==> src/rtl/accumulator_requantizer.sv <==
// Requantizes signed systolic-array accumulators to int8: beta scale, rounding shift, optional ReLU, saturation.
// Two-register valid/ready pipeline with a per-tile output index and a sticky saturation flag.
module accumulator_requantizer #(
    parameter int ACC_W   = 17,
    parameter int SCALE_W = 8,
    parameter int CNT_W   = 4
) (
    input  logic               clk,
    input  logic               rst_n,
    input  logic               acc_valid,
    output logic               acc_ready,
    input  logic [ACC_W-1:0]   acc_data,
    input  logic               acc_last,
    input  logic               cfg_load,
    output logic               cfg_ack,
    input  logic [SCALE_W-1:0] cfg_scale,
    input  logic [4:0]         cfg_shift,
    input  logic               cfg_relu,
    output logic               out_valid,
    input  logic               out_ready,
    output logic [7:0]         out_data,
    output logic               out_last,
    output logic [CNT_W-1:0]   out_index,
    output logic               sat_flag
);

    localparam int P_W = ACC_W + SCALE_W + 1;
    localparam logic [4:0] MAX_SHIFT = 5'd24;
    localparam logic signed [P_W:0] I8_MAX = (P_W+1)'(127);
    localparam logic signed [P_W:0] I8_MIN = (P_W+1)'(-128);

    // Active configuration, only ever updated while the pipeline is empty
    logic [SCALE_W-1:0] scale_q;
    logic [4:0]         shift_q;
    logic               relu_q;

    logic                  s1_valid;
    logic signed [P_W-1:0] s1_p;
    logic                  s1_last;

    logic s2_adv, s1_adv, pipe_empty, acc_fire, out_fire;

    assign s2_adv     = !out_valid || out_ready;
    assign s1_adv     = !s1_valid || s2_adv;
    assign pipe_empty = !s1_valid && !out_valid;
    assign acc_ready  = rst_n && s1_adv && !(cfg_load && pipe_empty);
    assign acc_fire   = acc_valid && acc_ready;
    assign cfg_ack    = rst_n && cfg_load && pipe_empty && !acc_fire;
    assign out_fire   = out_valid && out_ready;

    // Beta is unsigned, so it is zero-extended before the signed multiply
    logic signed [P_W-1:0] acc_ext, scale_ext, product;
    assign acc_ext   = P_W'($signed(acc_data));
    assign scale_ext = P_W'({1'b0, scale_q});
    assign product   = acc_ext * scale_ext;

    logic [4:0]          sh;
    logic signed [P_W:0] rnd, sum, shifted, clipped;
    logic [7:0]          q8;
    logic                q_sat;

    // NOTE: every always_comb output gets a default before any branch, so no latch can be inferred.
    always_comb begin
        q8      = '0;
        q_sat   = 1'b0;
        rnd     = '0;
        sh      = (shift_q > MAX_SHIFT) ? MAX_SHIFT : shift_q;
        if (sh != 5'd0) rnd[sh - 5'd1] = 1'b1;
        // One guard bit keeps the rounding add from overflowing at maximum magnitude
        sum     = {s1_p[P_W-1], s1_p} + rnd;
        shifted = sum >>> sh;
        clipped = (relu_q && shifted[P_W]) ? '0 : shifted;
        if (clipped > I8_MAX) begin
            q8    = 8'h7f;
            q_sat = 1'b1;
        end else if (clipped < I8_MIN) begin
            q8    = 8'h80;
            q_sat = 1'b1;
        end else begin
            q8 = clipped[7:0];
        end
    end

    // NOTE: sequential state uses non-blocking assignments only; datapath registers are reset too
    // because they drive module outputs that must read 0 after reset.
    always_ff @(posedge clk) begin
        if (!rst_n) begin
            scale_q   <= SCALE_W'(1);
            shift_q   <= '0;
            relu_q    <= 1'b0;
            s1_valid  <= 1'b0;
            s1_p      <= '0;
            s1_last   <= 1'b0;
            out_valid <= 1'b0;
            out_data  <= '0;
            out_last  <= 1'b0;
            out_index <= '0;
            sat_flag  <= 1'b0;
        end else begin
            if (cfg_ack) begin
                scale_q <= cfg_scale;
                shift_q <= cfg_shift;
                relu_q  <= cfg_relu;
            end

            if (s1_adv) begin
                s1_valid <= acc_fire;
                if (acc_fire) begin
                    s1_p    <= product;
                    s1_last <= acc_last;
                end
            end

            if (s2_adv) begin
                out_valid <= s1_valid;
                if (s1_valid) begin
                    out_data <= q8;
                    out_last <= s1_last;
                end
            end

            if (cfg_ack)
                sat_flag <= 1'b0;
            else if (s2_adv && s1_valid && q_sat)
                sat_flag <= 1'b1;

            if (out_fire)
                out_index <= out_last ? '0 : out_index + CNT_W'(1);
        end
    end

endmodule

==> config.mk <==
export PLATFORM = sky130hd
export DESIGN_NAME = accumulator_requantizer
export DESIGN_NICKNAME = d
export VERILOG_FILES = /design/src/rtl/accumulator_requantizer.sv
export SDC_FILE = /design/constraint.sdc
export NUM_CORES = 1
export LEC_CHECK = 0
export CORE_MARGIN = 5
export CORE_UTILIZATION = 55
export CTS_BUF_LIST = sky130_fd_sc_hd__clkbuf_2 sky130_fd_sc_hd__clkbuf_4 sky130_fd_sc_hd__clkbuf_8
export CTS_CLUSTER_DIAMETER = 40
export DETAILED_ROUTE_END_ITERATION = 12
export MAX_ROUTING_LAYER = met4
export PLACE_DENSITY_LB_ADDON = 0.15
export SETUP_SLACK_MARGIN = 0.05
export SYNTH_ARGS = -nofsm -noshare
export SYNTH_HDL_FRONTEND = slang
export SYNTH_SLANG_ARGS = --single-unit
export TNS_END_PERCENT = 5
==> constraint.sdc <==
create_clock -name clk -period 6.3 [get_ports clk]
set_input_delay 0.945 -clock clk [delete_from_list [all_inputs] [get_ports clk]]
set_output_delay 0.945 -clock clk [all_outputs]
set_load 0.1 [all_outputs]
==> results_dict.tcl, run 1 <==
set metrics [dict create \
    cellPowerDensity_nw_per_um2 210 \
    fmax_mhz 167 \
    worstSetupPathType "in -> reg" \
    synth_top_family_by_area "adder cells" \
    holdCritPathClass "reg -> reg" \
    num_rows 52 \
    holdBufCountCts 0 \
    cts_num_sinks 57 \
    synthToLayoutAreaGrowth_pct 14.3 \
    coreArea_um2 20000 \
    crit_buf_inv 5 \
    start_util_pct 55.4 \
    grt_max_degree 61 \
    crit_path_max_fanout 7 \
    crit_path_start_kind "input pin" \
    drt_wl_total_um 33100 \
    worstPathRequired_ps 6540 \
    syn_avg_cell_area_um2 7.60 \
    cp.arrival_ps 6240 \
    muxShareOfSynthArea_pct 2.69 \
    groute.usage.overall_pct 29.0 \
    synth_xor_area_share_pct 2.60 \
    drt-vias-per-instance 5.94 \
    worstMarginPinSlew_ps 995 \
    period_share_pct 95.3 \
    synth-seq-cells 57 \
    maxSlewViolCount 0 \
    syn_inst 1462 \
    yosysSeqAreaShare_pct 10.3 \
    max_slew_margin_pct 33.5 \
    status "finished clean" \
    io_buffers 53 \
    antenna_found_initial 0 \
    cts_root_buf "clkbuf_8" \
    grt_pass1_wl_um 54100 \
    finalNonFillerCells 1824 \
    drv_cap 0 \
    drt-pass1-iter-count 5 \
    grt_overflow 0 \
    most-common-layout-cells "nand2_1, inv_1, fa_1, and2_1, buf_4" \
    synthSimpleGateAreaFrac_pct 25.5 \
    clock_skew_ps 19.0 \
    die_x_um 152 \
    layout_min_cycle_time_ps 6000 \
    finalSetupTns_ps 0 \
    globalplace.congestion 1.02 \
    critPathTopFamily "adder cells" \
    rsz0062_at_grt "no" \
    clk_latency_ps 360 \
    synthAdderAreaFrac_pct 28.5 \
    dp_cells 1807 \
    power.total_mw 2.67 \
    final_common_cell "nand2_1" \
    drive_above_1_share_pct 11.1 \
    ys.flop_type "dfxtp_1" \
    htreeDepth 3 \
    synth_compound_area_share_pct 22.2 \
    fin_nets 1774 \
    syn_area_um2 11100 \
    dr_total_vias 10800 \
    synth-async-reset-ratio_pct 0 \
    first_global_vias 10600 \
    utilization_pct 63.3 \
    ir_worst_vdd_mv 0.111 \
    fill_cells 1908 \
    cts_max_path_buffers 2 \
    critPathMaxStageDelay_ps 570 \
    ant_nets 0 \
    cts_tree "done" \
    setup_violations 0 \
    leakage_nw 5.96 \
    diodes 0 \
    cp_slowest_cell "fa_1" \
    ios 54 \
    synth_cell_type_count 93 \
    cts_buffers 9 \
    yosysWarningCount 0 \
    drc_errors 0 \
    synth_edf_count 0 \
    die-area_um2 23100 \
    die_y_um 152 \
    path_cells "clkdlybuf4s50_1, buf_4, and2_1, fa_1, fa_1, fa_1, fa_1, ha_1, or2_2, a21oi_2, nor3_1, a2111oi_2, buf_4, o41ai_2, a31o_2, a21o_1, nand4_1, nand4b_1, buf_4, buf_4, xnor2_2, o21ai_0" \
    dp_hpwl_um 27100 \
    clk_pin_slew_ps 80 \
    first_iter_violations 772 \
    wl_per_cell_um 18.1 \
    crit_path_end_kind "flop" \
    hold_violations 0 \
    hold_slack_ps 465 \
]
[registers in the layout (all words and copies together) (netlist names)]
| register | count |
|---|---|
| out_data | 8 |
| out_index | 4 |
| out_last | 1 |
| out_valid | 1 |
| relu_q | 1 |
| s1_last | 1 |
| s1_p | 26 |
| s1_valid | 1 |
| sat_flag | 1 |
| scale_q | 8 |
| shift_q | 5 |
[routing by layer]
metal,part of all wire (%),up-vias,global-route usage [%]
met5,0,-,-
met4,5.0,0,13.8
met3,5.1,105,2.82
met2,46,361,47.1
met1,44,5135,36.7
li1,-,5229,-
[through the flow]
step | area, um2 | setup WS, ps
after global routing | 12700 | 35.6
after floorplan | 11100 | 196
final | 12700 | 296
after CTS | 12600 | 57.1
after detailed placement | 12400 | -570
after global placement | 12400 | -548
[power breakdown]
group | switching (mW) | leakage [nW] | internal, mW
registers | 0.0565 | 0.467 | 0.418
logic | 1.07 | 5.38 | 0.750
clock network | 0.158 | 0.106 | 0.209
[cell families after synthesis]
group / Yosys count
flops: 57
fa+ha+maj: 188
other cells: 1
simple gates: 576
mux: 25
compound gates: 347
xor+xnor: 33
buf+inv: 235
[cell usage after synthesis, types with 7 or more instances]
| cell | n | area [um2] |
|---|---|---|
| a21o_1 | 13 | 97.6 |
| o21a_1 | 17 | 128 |
| nor3_1 | 34 | 170 |
| a211oi_1 | 20 | 150 |
| dfxtp_1 | 57 | 1140 |
| fa_1 | 109 | 2180 |
| ha_1 | 79 | 988 |
| nand3_1 | 62 | 310 |
| and2_1 | 105 | 657 |
| xor2_1 | 16 | 140 |
| a21boi_0 | 18 | 135 |
| a2111oi_0 | 9 | 78.8 |
| nor2b_1 | 9 | 56.3 |
| and3_1 | 19 | 119 |
| a211o_1 | 9 | 78.8 |
| clkbuf_1 | 59 | 221 |
| a21oi_1 | 74 | 370 |
| nand4_1 | 12 | 75.1 |
| o211ai_1 | 22 | 165 |
| o31ai_1 | 13 | 97.6 |
| nand2_1 | 196 | 736 |
| a31oi_1 | 11 | 68.8 |
| nor2_1 | 86 | 323 |
| xnor2_1 | 17 | 149 |
| mux2i_1 | 16 | 160 |
| or3_1 | 8 | 50.1 |
| inv_1 | 157 | 589 |
| o21ai_0 | 58 | 290 |
| or2_2 | 7 | 43.8 |
| nor4_1 | 7 | 43.8 |
| buf_2 | 10 | 50.1 |
[tightest hold or removal path, delay by kind of cell, from the launching register on]
kind,cells,cell delay (ps)
flops,1,310
simple gates,2,100
[layout make-up]
cell class	count	area, um2	share of cell area (%)
Timing Repair Buffer	152	1280	10.1
Tap cell	270	338	2.66
Clock buffer	12	159	1.25
Clock inverter	4	51.3	0.404
Multi-Input combinational cell	1171	9130	71.9
Inverter	158	593	4.67
Sequential cell	57	1140	8.99
[timing repair]
item | 4_1_cts | 5_1_grt
setup endpoints to repair | 3 | 7
pin swaps | 7 | 7
buffers inserted | 1 | 0
gates resized for setup | 5 | 17
[final timing paths]
| path | from | endpoint | slack [ps] | cells past startpoint |
|---|---|---|---|---|
| max | acc_data[2] | s1_p[23] | 300 | 22 |
| max reg2reg | shift_q[3] | sat_flag | 430 | 18 |
| min reg2reg | s1_p[3] | s1_p[3] | 470 | 2 |
| min | s1_p[3] | s1_p[3] | 470 | 2 |
No activity file was read; power rests on OpenSTA's default activity.
==> run 2, diff against run 1 <==
--- a/config.mk
+++ b/config.mk
@@ -10,6 +10,7 @@
 export CTS_BUF_LIST = sky130_fd_sc_hd__clkbuf_2 sky130_fd_sc_hd__clkbuf_4 sky130_fd_sc_hd__clkbuf_8
 export CTS_CLUSTER_DIAMETER = 40
 export DETAILED_ROUTE_END_ITERATION = 12
+export DONT_BUFFER_PORTS = 1
 export MAX_ROUTING_LAYER = met4
 export PLACE_DENSITY_LB_ADDON = 0.15
 export SETUP_SLACK_MARGIN = 0.05
==> constraint.sdc (replaced) <==
create_clock -name clk -period 7.3 [get_ports clk]
set_input_delay 1.095 -clock clk [delete_from_list [all_inputs] [get_ports clk]]
set_output_delay 1.095 -clock clk [all_outputs]
set_load 0.1 [all_outputs]
==> results_dict.tcl, run 2 (synthesis results as in run 1) <==
set metrics [dict create \
    final_common_cell "nand2_1" \
    synthToLayoutAreaGrowth_pct 3.94 \
    ir_worst_vdd_mv 0.0886 \
    htreeDepth 3 \
    first_iter_violations 684 \
    swShare_pct 49.8 \
    num_rows 52 \
    diodes 0 \
    rsz0062_at_grt "no" \
    period_share_pct 87.6 \
    fin_nets 1649 \
    cellPowerDensity_nw_per_um2 181 \
    cts_tree "done" \
    cts_max_path_buffers 2 \
    drt-pass1-iter-count 6 \
    drive_above_1_share_pct 6.30 \
    finalNonFillerCells 1699 \
    p_clk_share_pct 14.4 \
    combinationalPowerShare_pct 61.6 \
    crit_path_max_fanout 11 \
    wl_per_cell_um 18.3 \
    cts_setup_buffers 0 \
    start_util_pct 55.4 \
    seqPwrFrac_pct 24.0 \
    dr_total_vias 10200 \
    cp.arrival_ps 6610 \
    grt_pass1_wl_um 52300 \
    grt_overflow 0 \
    cts_buffers 9 \
    clk_latency_ps 350 \
    drt-vias-per-instance 6.03 \
    status "finished clean" \
    antenna_found_initial 0 \
    clock_skew_ps 14.9 \
    worstMarginPinSlew_ps 1150 \
    maxSlewViolCount 0 \
    groute.usage.overall_pct 27.7 \
    finalSetupTns_ps 0 \
    crit_path_end_kind "flop" \
    fill_cells 1975 \
    largest_register_ffs 26 \
    hold_violations 0 \
    fmax_mhz 156 \
    clk_pin_slew_ps 70 \
    ctsResizeCount 0 \
    first_global_vias 10200 \
    ios 54 \
    setup_violations 0 \
    p_int_mw 1.05 \
    layout_min_cycle_time_ps 6390 \
    p_switching_mw 1.04 \
    crit_path_start_kind "flop" \
    coreArea_um2 20000 \
    dp_hpwl_um 25000 \
    worstSetupPathType "reg -> reg" \
    drv_cap 0 \
    io_buffers 0 \
    grt_max_degree 61 \
    holdCritPathClass "reg -> reg" \
    drt_wl_total_um 31200 \
    drc_errors 0 \
    most-common-layout-cells "nand2_1, inv_1, fa_1, and2_1, nor2_1" \
    die_y_um 152 \
    worstPathRequired_ps 7510 \
    die_x_um 152 \
    cts_root_buf "clkbuf_8" \
    leakage_nw 5.33 \
    cts_num_sinks 57 \
    holdBufCountCts 0 \
    dp_cells 1683 \
    max_slew_margin_pct 23.2 \
    die-area_um2 23100 \
    ant_nets 0 \
    globalplace.congestion 0.999 \
    reg_top3 "s1_p x26, out_data x8, scale_q x8" \
    largest_register "s1_p" \
]
## run 2: cell count changes in the layout (fill, tap and decap cells not counted), moves of 2 or more
cell / change
a2111oi_0: +2
buf_4: -72
clkdlybuf4s50_1: -46
dlymetal6s2s_1: -5
o21ai_0: +3
o21ai_1: -3
## run 2: power groups by stage
stage / clock network, mW / registers [mW] / logic [mW]
after floorplan: 0 / 0.480 / 1.00
after global routing: 0.330 / 0.508 / 1.46
final: 0.301 / 0.502 / 1.29
after detailed placement: 0 / 0.508 / 1.27
after CTS: 0.312 / 0.502 / 1.28
after global placement: 0 / 0.507 / 1.26
## run 2: per-layer routing
layer | share of wire, % | up-vias | global-route usage [%]
met2 | 47 | 334 | 44.7
met1 | 44 | 4868 | 36.1
met4 | 3.3 | 0 | 9.89
met5 | 0 | - | -
met3 | 5.2 | 66 | 3.38
li1 | - | 4979 | -
## run 2: path summary, 6_finish.rpt
path / from / slack (ps) / cells after the start / to
hold reg to reg: s1_p[4] / 460 / 2 / s1_p[4]
hold / removal: s1_p[4] / 460 / 2 / s1_p[4]
setup / recovery: shift_q[2] / 910 / 18 / out_data[5]
setup reg to reg: shift_q[2] / 910 / 18 / out_data[5]
## run 2: worst max-delay path, cell delays in order, from the launching register on
cell      delay [ps]
dfxtp_1          470
nor2_1           790
nand2_1          370
or2_2            410
inv_1             70
ha_1             230
a211o_1          290
a211o_2          370
a21oi_4          280
o31ai_1          130
a41oi_1          420
nand2_1           80
o21ai_0          800
o22ai_1          240
nor4_1           340
nand4_1          160
o31ai_1          260
o31a_1           380
o211ai_1         140
## run 2: area by class of cell
type | count | area [um2] | share of cell area, %
Sequential cell | 57 | 1140 | 9.88
Timing Repair Buffer | 27 | 203 | 1.76
Clock buffer | 11 | 145 | 1.26
Clock inverter | 5 | 55.1 | 0.477
Tap cell | 270 | 338 | 2.93
Multi-Input combinational cell | 1171 | 9070 | 78.6
Inverter | 158 | 593 | 5.14
## run 2: metrics by stage
step | power (mW) | worst slack, ps | utilization (%) | area, um2 | hold slack [ps]
final | 2.09 | 908 | 57.6 | 11500 | 461
after global placement | 1.76 | 561 | 56.6 | 11300 | 449
after detailed placement | 1.77 | 519 | 56.6 | 11300 | 454
after floorplan | 1.48 | 1050 | - | 11100 | 434
after global routing | 2.29 | 564 | 57.6 | 11500 | 490
after CTS | 2.09 | 904 | 57.6 | 11500 | 466
